[src/rtl/pixel_window_capture.sv]
// Sensor capture front end: crops a window out of the raw FVAL/LVAL stream, decimates by 2^d
// and emits window-relative X/Y with SOF/EOF markers. Two-cycle latency, no backpressure.
module pixel_window_capture #(
  parameter int DATA_W  = 12,
  parameter int X_W     = 16,
  parameter int Y_W     = 16,
  parameter int FRAME_W = 32,
  parameter int DEC_W   = 2
) (
  input  logic               clk,
  input  logic               rst,
  input  logic [DATA_W-1:0]  i_data,
  input  logic               i_fval,
  input  logic               i_lval,
  input  logic               i_start,
  input  logic               i_stop,
  input  logic               i_single,
  input  logic [X_W-1:0]     i_win_x0,
  input  logic [Y_W-1:0]     i_win_y0,
  input  logic [X_W-1:0]     i_win_w,
  input  logic [Y_W-1:0]     i_win_h,
  input  logic [DEC_W-1:0]   i_decim,
  output logic [DATA_W-1:0]  o_data,
  output logic               o_dval,
  output logic [X_W-1:0]     o_x,
  output logic [Y_W-1:0]     o_y,
  output logic               o_sof,
  output logic               o_eof,
  output logic [FRAME_W-1:0] o_frame_cnt,
  output logic               o_busy
);

  typedef enum logic [1:0] {IDLE, WAIT_SOF, ACTIVE} state_t;

  localparam logic [X_W-1:0]     X_ONE = 1;
  localparam logic [Y_W-1:0]     Y_ONE = 1;
  localparam logic [FRAME_W-1:0] F_ONE = 1;

  state_t state_q, state_d;

  logic [DATA_W-1:0] data_s1_q;
  logic              fval_s1_q, lval_s1_q, fval_prev_q, lval_prev_q;

  logic [X_W-1:0]    x0_q, w_q, rx_q, rx_d;
  logic [Y_W-1:0]    y0_q, h_q, ry_q, ry_d;
  logic [DEC_W-1:0]  decim_q;
  logic              single_q, single_d;
  logic              stop_q, stop_d;
  logic              sof_pend_q, sof_pend_d;

  logic [DATA_W-1:0]  data_q;
  logic [X_W-1:0]     x_q;
  logic [Y_W-1:0]     y_q;
  logic               dval_q, sof_q, eof_q;
  logic [FRAME_W-1:0] frame_cnt_q;

  logic fval_rise, fval_fall, lval_fall;
  logic sof_evt, eof_evt, emit;
  logic [X_W-1:0] dx, mask_x;
  logic [Y_W-1:0] dy, mask_y;
  logic [X_W:0]   x_end;
  logic [Y_W:0]   y_end;
  logic in_x, in_y;

  assign fval_rise = fval_s1_q & ~fval_prev_q;
  assign fval_fall = ~fval_s1_q & fval_prev_q;
  assign lval_fall = ~lval_s1_q & lval_prev_q;

  // Window end is one bit wider so x0+w never wraps back into range.
  assign dx     = rx_q - x0_q;
  assign dy     = ry_q - y0_q;
  assign x_end  = {1'b0, x0_q} + {1'b0, w_q};
  assign y_end  = {1'b0, y0_q} + {1'b0, h_q};
  assign mask_x = ~({X_W{1'b1}} << decim_q);
  assign mask_y = ~({Y_W{1'b1}} << decim_q);
  assign in_x   = (rx_q >= x0_q) && ({1'b0, rx_q} < x_end);
  assign in_y   = (ry_q >= y0_q) && ({1'b0, ry_q} < y_end);

  always_ff @(posedge clk or posedge rst) begin
    if (rst) state_q <= IDLE;
    else     state_q <= state_d;
  end

  always_comb begin
    state_d = state_q;
    case (state_q)
      IDLE:     if (i_start && !i_stop) state_d = WAIT_SOF;
      WAIT_SOF: begin
        if (i_stop)         state_d = IDLE;
        else if (fval_rise) state_d = ACTIVE;
      end
      ACTIVE:   if (fval_fall) state_d = (single_q || stop_q || i_stop) ? IDLE : WAIT_SOF;
      default:  state_d = IDLE;
    endcase
  end

  always_comb begin
    sof_evt    = (state_q == WAIT_SOF) && fval_rise && !i_stop;
    eof_evt    = (state_q == ACTIVE) && fval_fall;
    emit       = (state_q == ACTIVE) && lval_s1_q && in_x && in_y &&
                 ((dx & mask_x) == '0) && ((dy & mask_y) == '0);
    single_d   = (state_q == IDLE && i_start && !i_stop) ? i_single : single_q;
    stop_d     = eof_evt ? 1'b0 : ((state_q == ACTIVE && i_stop) ? 1'b1 : stop_q);
    sof_pend_d = sof_evt ? 1'b1 : (emit ? 1'b0 : sof_pend_q);
    rx_d       = rx_q;
    ry_d       = ry_q;
    if (sof_evt) begin
      rx_d = '0;
      ry_d = '0;
    end else if (state_q == ACTIVE) begin
      rx_d = !lval_s1_q ? '0 : ((rx_q == '1) ? rx_q : rx_q + X_ONE);
      if (lval_fall && ry_q != '1) ry_d = ry_q + Y_ONE;
    end
  end

  always_ff @(posedge clk or posedge rst) begin
    if (rst) begin
      data_s1_q   <= '0;
      fval_s1_q   <= 1'b0;
      lval_s1_q   <= 1'b0;
      fval_prev_q <= 1'b0;
      lval_prev_q <= 1'b0;
      x0_q        <= '0;
      y0_q        <= '0;
      w_q         <= '0;
      h_q         <= '0;
      decim_q     <= '0;
      rx_q        <= '0;
      ry_q        <= '0;
      single_q    <= 1'b0;
      stop_q      <= 1'b0;
      sof_pend_q  <= 1'b0;
      data_q      <= '0;
      x_q         <= '0;
      y_q         <= '0;
      dval_q      <= 1'b0;
      sof_q       <= 1'b0;
      eof_q       <= 1'b0;
      frame_cnt_q <= '0;
    end else begin
      data_s1_q   <= i_data;
      fval_s1_q   <= i_fval;
      lval_s1_q   <= i_lval;
      fval_prev_q <= fval_s1_q;
      lval_prev_q <= lval_s1_q;
      // Shadow configuration is frozen for the whole frame.
      if (sof_evt) begin
        x0_q    <= i_win_x0;
        y0_q    <= i_win_y0;
        w_q     <= i_win_w;
        h_q     <= i_win_h;
        decim_q <= i_decim;
      end
      rx_q       <= rx_d;
      ry_q       <= ry_d;
      single_q   <= single_d;
      stop_q     <= stop_d;
      sof_pend_q <= sof_pend_d;
      dval_q     <= emit;
      sof_q      <= emit && sof_pend_q;
      eof_q      <= eof_evt;
      if (emit) begin
        data_q <= data_s1_q;
        x_q    <= dx >> decim_q;
        y_q    <= dy >> decim_q;
      end
      if (eof_evt) frame_cnt_q <= frame_cnt_q + F_ONE;
    end
  end

  assign o_data      = data_q;
  assign o_dval      = dval_q;
  assign o_x         = x_q;
  assign o_y         = y_q;
  assign o_sof       = sof_q;
  assign o_eof       = eof_q;
  assign o_frame_cnt = frame_cnt_q;
  assign o_busy      = (state_q != IDLE);

endmodule
[config.mk]
export PLATFORM = sky130hd
export DESIGN_NAME = pixel_window_capture
export DESIGN_NICKNAME = d
export VERILOG_FILES = /design/src/rtl/pixel_window_capture.sv
export SDC_FILE = /design/constraint.sdc
export NUM_CORES = 1
export LEC_CHECK = 0
export ABC_AREA = 1
export CORE_MARGIN = 3
export CORE_UTILIZATION = 40
export CTS_CLUSTER_SIZE = 12
export DETAILED_ROUTE_END_ITERATION = 8
export HOLD_SLACK_MARGIN = 0.05
export MAX_ROUTING_LAYER = met4
export PLACE_DENSITY = 0.69
export SETUP_SLACK_MARGIN = 0.3
export SLEW_MARGIN = 0
export SYNTH_ARGS = -nofsm -noshare
export SYNTH_HDL_FRONTEND = slang
export SYNTH_SLANG_ARGS = --single-unit
export TNS_END_PERCENT = 20
[constraint.sdc]
create_clock -name clk -period 8.87 [get_ports clk]
set_input_delay 1.774 -clock clk [delete_from_list [all_inputs] [get_ports clk]]
set_output_delay 1.774 -clock clk [all_outputs]
set_load 0.05 [all_outputs]
==> results of run 1 <==
critical path: cells and delay by family:
kind	cells	cell delay (ns)
and+or+nand+nor	6	1.88
AOI/OAI and AO/OA	2	0.16
buffers and inverters	4	1.30
cell usage in the layout, fill, tap and decap left out, types with 4 or more instances in the layout:
cell type | synthesis | final
nand2_1 | 527 | 527
dfrtp_1 | 198 | 198
nand3_1 | 182 | 182
clkdlybuf4s50_1 | 0 | 164
inv_1 | 142 | 141
nor2_1 | 101 | 101
ha_1 | 97 | 97
o21ai_0 | 86 | 86
a21oi_1 | 85 | 85
xnor2_1 | 40 | 40
xor2_1 | 35 | 35
nor3_1 | 33 | 33
nand4_1 | 21 | 21
clkbuf_16 | 0 | 17
a21o_1 | 7 | 7
nand3b_1 | 7 | 7
buf_4 | 0 | 7
and2_1 | 6 | 6
a31oi_1 | 5 | 5
clkinv_8 | 0 | 5
nor2_4 | 3 | 4
nor3b_1 | 4 | 4
nor4_1 | 4 | 4
fa_1 | 4 | 4
layer usage:
metal,share of wire (%),vias to the layer above
li1,-,5778
met1,46,5374
met2,49,217
met3,3.5,45
met4,2.1,0
met5,0,-
worst min path at each step:
stage | cells after the start | end
3_3_place_gp | 0 | fval_prev_q$_DFF_PP0_
5_1_grt | 0 | fval_prev_q$_DFF_PP0_
4_1_cts | 0 | fval_prev_q$_DFF_PP0_
2_1_floorplan | 0 | fval_prev_q$_DFF_PP0_
3_5_place_dp | 0 | fval_prev_q$_DFF_PP0_
6_report | 0 | fval_prev_q$_DFF_PP0_
layout make-up:
class	instances	area, um2
fill	3078	15600
multi-input combinational	1284	6920
sequential	198	4950
timing repair buffer	171	1690
inverter	147	559
tap	396	495
clock buffer	17	425
clock inverter	15	199
registers in the layout (all words and copies together) (netlist names), 2 cells and up:
name	flops
state_q	2
data_s1_q	12
o_y	16
o_data	12
y0_q	16
ry_q	16
x0_q	16
h_q	16
rx_q	16
o_frame_cnt	32
w_q	16
o_x	16
decim_q	2
report_power, final:
group | internal (mW) | switching [mW]
Sequential | 1.09 | 0.161
Clock | 0.410 | 0.398
Combinational | 1.07 | 1.77
cell families (layout without fill, tap and decap cells):
logic type               Yosys count  count (layout)
buffers and inverters            190             350
multiplexers                       2               2
XOR/XNOR                          75              75
adder cells (fa/ha/maj)          101             101
AO/OA/AOI/OAI                    201             201
flip-flops                       198             198
AND/OR/NAND/NOR                  905             905
==> impl_metrics.yaml, run 1 <==
clock_network:
  cts_buffer_depth: 2
  cts_resized: 0
  cts_tree: "yes"
  clock_latency_ns: 0.45
  root_buffer: "clkbuf_16"
  hold_buffers: 0
  htree_num_levels: 4
  clock-sinks: 198
  clk_pin_slew_worst_paths_ns: 0.08
  cts_buffers: 17
  post_cts_buffers: 0
sta:
  rsz0062_at_grt: "false"
  post-route-period-util_pct: 54.4
  fin_setup_tns_ns: 0
  slew_headroom_pct: 38.7
  slew_violations: 0
  setup_ws_ns: 4.04
  setup_viol: 0
  fmax_mhz: 207
  holdWs_ns: 0.386
  max_slew.worst_pin.slew_ns: 0.913
  final.setup_skew_ns: 0.0192
  layout_min_cycle_time_ns: 4.83
  hold_viol_final: 0
min_path:
  min_path_type: "register to register"
  min_from: "fval_s1_q$_DFF_PP0_"
global_route:
  grt_pass1_wl_um: 55000
  antenna_found_initial: 0
  grt_pass1_vias: 11200
  busiest_layer: "met2"
  met3_usage_pct: 3.21
  grt_max_degree: 133
  use_met1_pct: 25.9
  grtUsageMet2_pct: 34.4
  grt_remaining_overflow: 0
  track_usage_pct: 20.6
logic_synthesis:
  syn_nets: 1858
  synth.top_cell.area_share_pct: 39.2
  ys_warn_count: 0
  yosys_register_bits: 198
  synthMuxAreaShare_pct: 0.168
  yosysTopAreaCell: "dfrtp_1"
  synthSimpleGateAreaFrac_pct: 30.6
  seq_area_frac_synth_pct: 39.2
  netlist_top_cells_area: "dfrtp_1, nand2_1, ha_1"
  ys_types: 47
  synthAdderAreaFrac_pct: 10.2
  syn_inst: 1672
  synth_edf_count: 0
  synth-compound-area-share_pct: 8.53
  synth_common_cells: "nand2_1, dfrtp_1, nand3_1"
  synth_flop_cell: "dfrtp_1"
  yosysMostFrequentCell: "nand2_1"
  async_flop_share_pct: 100
  syn_area_mm2: 0.0126
  avgSynthCellArea_um2: 7.56
  synth_top_family_by_area: "simple AND/OR/NAND/NOR gates"
  synthXorXnorAreaFrac_pct: 5.20
critical_path:
  worstSetupStartpointType: "input pin"
  reg2reg_to: "o_data[9]$_DFFE_PP0P_"
  criticalPathCategory: "input pin to register"
  r2r_start: "y0_q[2]$_DFFE_PP0P_"
  cp_data_required_time_ns: 9.19
  r2r_slack_ns: 4.25
  path_cells: "clkdlybuf4s50_1 -> inv_1 -> nand3_1 -> nor2_4 -> buf_4 -> nor2_1 -> nand3_1 -> nand2_1 -> nor2_2 -> inv_1 -> o21ai_0 -> a21oi_1"
  cp_slowest_stage_delay_ns: 0.64
  endpoint: "rx_q[6]$_DFFE_PP0P_"
  end_kind: "register"
  critPathArrivalTime_ns: 5.15
  slowest_stage: "buf_4"
  cp-startpoint: "i_stop"
  r2r_cells: 20
  path_max_fanout: 68
floorplanning:
  fp.dieW_um: 184
  fp.dieH_um: 184
  initial_core_util_pct: 41.0
  rows: 64
  ioPinCount: 165
  die-area_mm2: 0.0338
  core_mm2: 0.0308
finish:
  fin_cells: 2228
  fin_nets: 2005
  area_growth_pct: 20.7
  final_core_util_pct: 49.5
  diodes: 0
  design_area_mm2: 0.0152
  drive_gt1_share_pct: 3.22
place:
  dp_hpwl_um: 24900
  io_buffers: 164
  post-place-cells: 2196
  place_worst_setup_slack_ns: 3.60
  dpl_cell_area_mm2: 0.0146
  routabilityCongestion: 0.902
detailed_routing:
  vias: 11400
  routed_wl_um: 33000
  routed_via_density: 5.12
  routedWlPerCell_um: 14.8
  drt_iter0_markers: 689
  route.detailed.drc: 0
  ant_nets: 0
  dr.pass1.iters: 5
power_and_ir_drop:
  p_total_mw: 4.91
  vdd_drop_max_v: 0.000164
  p_per_area_mw_per_mm2: 322
  leakage_nw: 7.59
flow_run:
  max_cap_viol_count: 0
run_status:
  status: "complete, no violations"
Note: power is estimated with default switching activity, not from simulation.
==> inputs of run 2 (changes only) <==
- clock period: 8.87 -> 4.5 ns (I/O delays scaled with it)
==> run 2 against run 1 <==
Net effect:
- die area unchanged
- non-clock buffer count increased by 6
- clock power grew 110%
- combinational power increased by 100%
- clock skew shrank 0.0011 ns
- final area grew 0.52%
- worst hold slack got worse by 0.0063 ns
- critical path type is now register to register
- critical endpoint is now o_y[7]$_DFFE_PP0P_
==> impl_metrics.yaml, run 2 (synthesis results as in run 1) <==
critical_path:
  worstSetupStartpointType: "register"
  path_cells: "ha_1 -> fa_1 -> nand3_1 -> nand2_1 -> nand2_1 -> nand2_1 -> nand2_1 -> nand3_1 -> nand2_1 -> nand2_1 -> a31oi_1 -> xor2_1 -> ha_1 -> a21o_1 -> nand4_1 -> nand2_1 -> nor2_1 -> nand2_1 -> nor2_4 -> buf_4 -> nand3_1 -> nand2_1"
  slowest_stage: "dfrtp_1"
  crit_top_cell: "nand2_1"
  criticalPathCategory: "register to register"
  crit_family: "simple AND/OR/NAND/NOR gates"
  critPathArrivalTime_ns: 4.18
  end_kind: "register"
  path_max_fanout: 29
  cp_slowest_stage_delay_ns: 0.41
  cp_data_required_time_ns: 4.88
  r2r_slack_ns: 0.70
  crit_buf_inv: 1
power_and_ir_drop:
  p_total_mw: 9.87
  combPwrFrac_pct: 58.1
  p_int_mw: 5.23
  vdd_drop_max_v: 0.000342
  p_per_area_mw_per_mm2: 644
  power_frac_seq_pct: 25.0
  power_switching_mw: 4.64
  pwr-share-clk_pct: 16.9
  p_sw_share_pct: 47.0
  leakage_nw: 7.63
sta:
  fmax_mhz: 263
  post-route-period-util_pct: 84.5
  setup_viol: 0
  fin_setup_tns_ns: 0
  max_slew.worst_pin.slew_ns: 0.999
  final.setup_skew_ns: 0.0181
  layout_min_cycle_time_ns: 3.80
  rsz0062_at_grt: "false"
  slew_headroom_pct: 33.4
  hold_viol_final: 0
  slew_violations: 0
global_route:
  grt_max_degree: 107
  grt_remaining_overflow: 0
  track_usage_pct: 20.9
  antenna_found_initial: 0
  grt_pass1_vias: 11200
  grt_pass1_wl_um: 55800
clock_network:
  root_buffer: "clkbuf_16"
  clk_pin_slew_worst_paths_ns: 0.08
  clock_latency_ns: 0.46
  cts_buffer_depth: 2
  cts_buffers: 17
  clock-sinks: 198
  cts_tree: "yes"
  htree_num_levels: 4
detailed_routing:
  ant_nets: 0
  vias: 11500
  routed_wl_um: 33500
  dr.pass1.iters: 5
  route.detailed.drc: 0
  routed_via_density: 5.15
  drt_iter0_markers: 834
  routedWlPerCell_um: 15.0
finish:
  diodes: 0
  final_cell_mix: "nand2_1, dfrtp_1, nand3_1"
  area_growth_pct: 21.3
  drive_gt1_share_pct: 3.43
  largest_reg_flops: 32
  fin_cells: 2233
  final_common_cell: "nand2_1"
  design_area_mm2: 0.0153
  fin_nets: 2011
place:
  dpl_cell_area_mm2: 0.0147
  dp_hpwl_um: 25400
  io_buffers: 164
  post-place-cells: 2200
  routabilityCongestion: 0.894
flow_run:
  max_cap_viol_count: 0
run_status:
  status: "complete, no violations"
floorplanning:
  ioPinCount: 165
  fp.dieH_um: 184
  rows: 64
  fp.dieW_um: 184
  core_mm2: 0.0308
  initial_core_util_pct: 41.0
  die-area_mm2: 0.0338
min_path:
  min_path_type: "register to register"
==> run 2: path summary, 6_finish.rpt <==
kind,from,to,depth (start not counted)
max in group asynchronous,rst,rx_q[12]$_DFFE_PP0P_,3
min in group asynchronous,rst,o_sof$_DFF_PP0_,2
max,y0_q[0]$_DFFE_PP0P_,o_y[7]$_DFFE_PP0P_,22
max reg2reg,y0_q[0]$_DFFE_PP0P_,o_y[7]$_DFFE_PP0P_,22
min reg2reg,fval_s1_q$_DFF_PP0_,fval_prev_q$_DFF_PP0_,0
min,fval_s1_q$_DFF_PP0_,fval_prev_q$_DFF_PP0_,0
==> run 2: layout make-up <==
cell class | count | area (um2)
Clock buffer | 21 | 470
Sequential cell | 198 | 4950
Inverter | 147 | 556
Tap cell | 396 | 495
Fill cell | 2952 | 15500
Multi-Input combinational cell | 1284 | 6920
Timing Repair Buffer | 177 | 1770
Clock inverter | 10 | 163
==> run 2: routing by layer <==
| layer | GRT usage, % | vias to the layer above | part of all wire, % |
|---|---|---|---|
| met1 | 26.7 | 5419 | 45 |
| met4 | 6.80 | 0 | 2.6 |
| li1 | - | 5800 | - |
| met2 | 34.5 | 236 | 48 |
| met3 | 3.11 | 51 | 3.8 |
| met5 | - | - | 0 |
==> run 2: power by group through the flow <==
stage / Sequential [mW] / Combinational [mW] / Clock [mW]
floorplan: 2.45 / 4.31 / 0
global placement: 2.48 / 5.53 / 0
detailed placement: 2.50 / 5.66 / 0
CTS: 2.47 / 5.71 / 1.71
global route: 2.52 / 6.58 / 1.78
finish: 2.47 / 5.74 / 1.67
==> run 2: worst register-to-register path, cell delays in order, from the launching register on <==
cell and delay, ns:
dfrtp_1 0.41, ha_1 0.23, fa_1 0.41, nand3_1 0.09, nand2_1 0.10, nand2_1 0.08
nand2_1 0.11, nand2_1 0.08, nand3_1 0.10, nand2_1 0.08, nand2_1 0.08, a31oi_1 0.21
xor2_1 0.20, ha_1 0.26, a21o_1 0.16, nand4_1 0.08, nand2_1 0.06, nor2_1 0.10
nand2_1 0.09, nor2_4 0.22, buf_4 0.35, nand3_1 0.14, nand2_1 0.09
==> run 2: timing repair <==
item / in CTS / in global routing
setup buffers: 0 / 2
hold buffers: 0 / 0
gates resized for setup: 0 / 2
setup endpoints to repair: 0 / 47
==> run 2: metrics by stage <==
step | setup slack, ns | hold slack (ns) | utilization [%]
after floorplan | 1.04 | 0.354 | -
after global placement | 0.742 | 0.374 | 47.6
after detailed placement | 0.575 | 0.365 | 47.6
after CTS | 0.525 | 0.382 | 49.7
after global routing | 0.353 | 0.394 | 49.7
final | 0.700 | 0.380 | 49.7
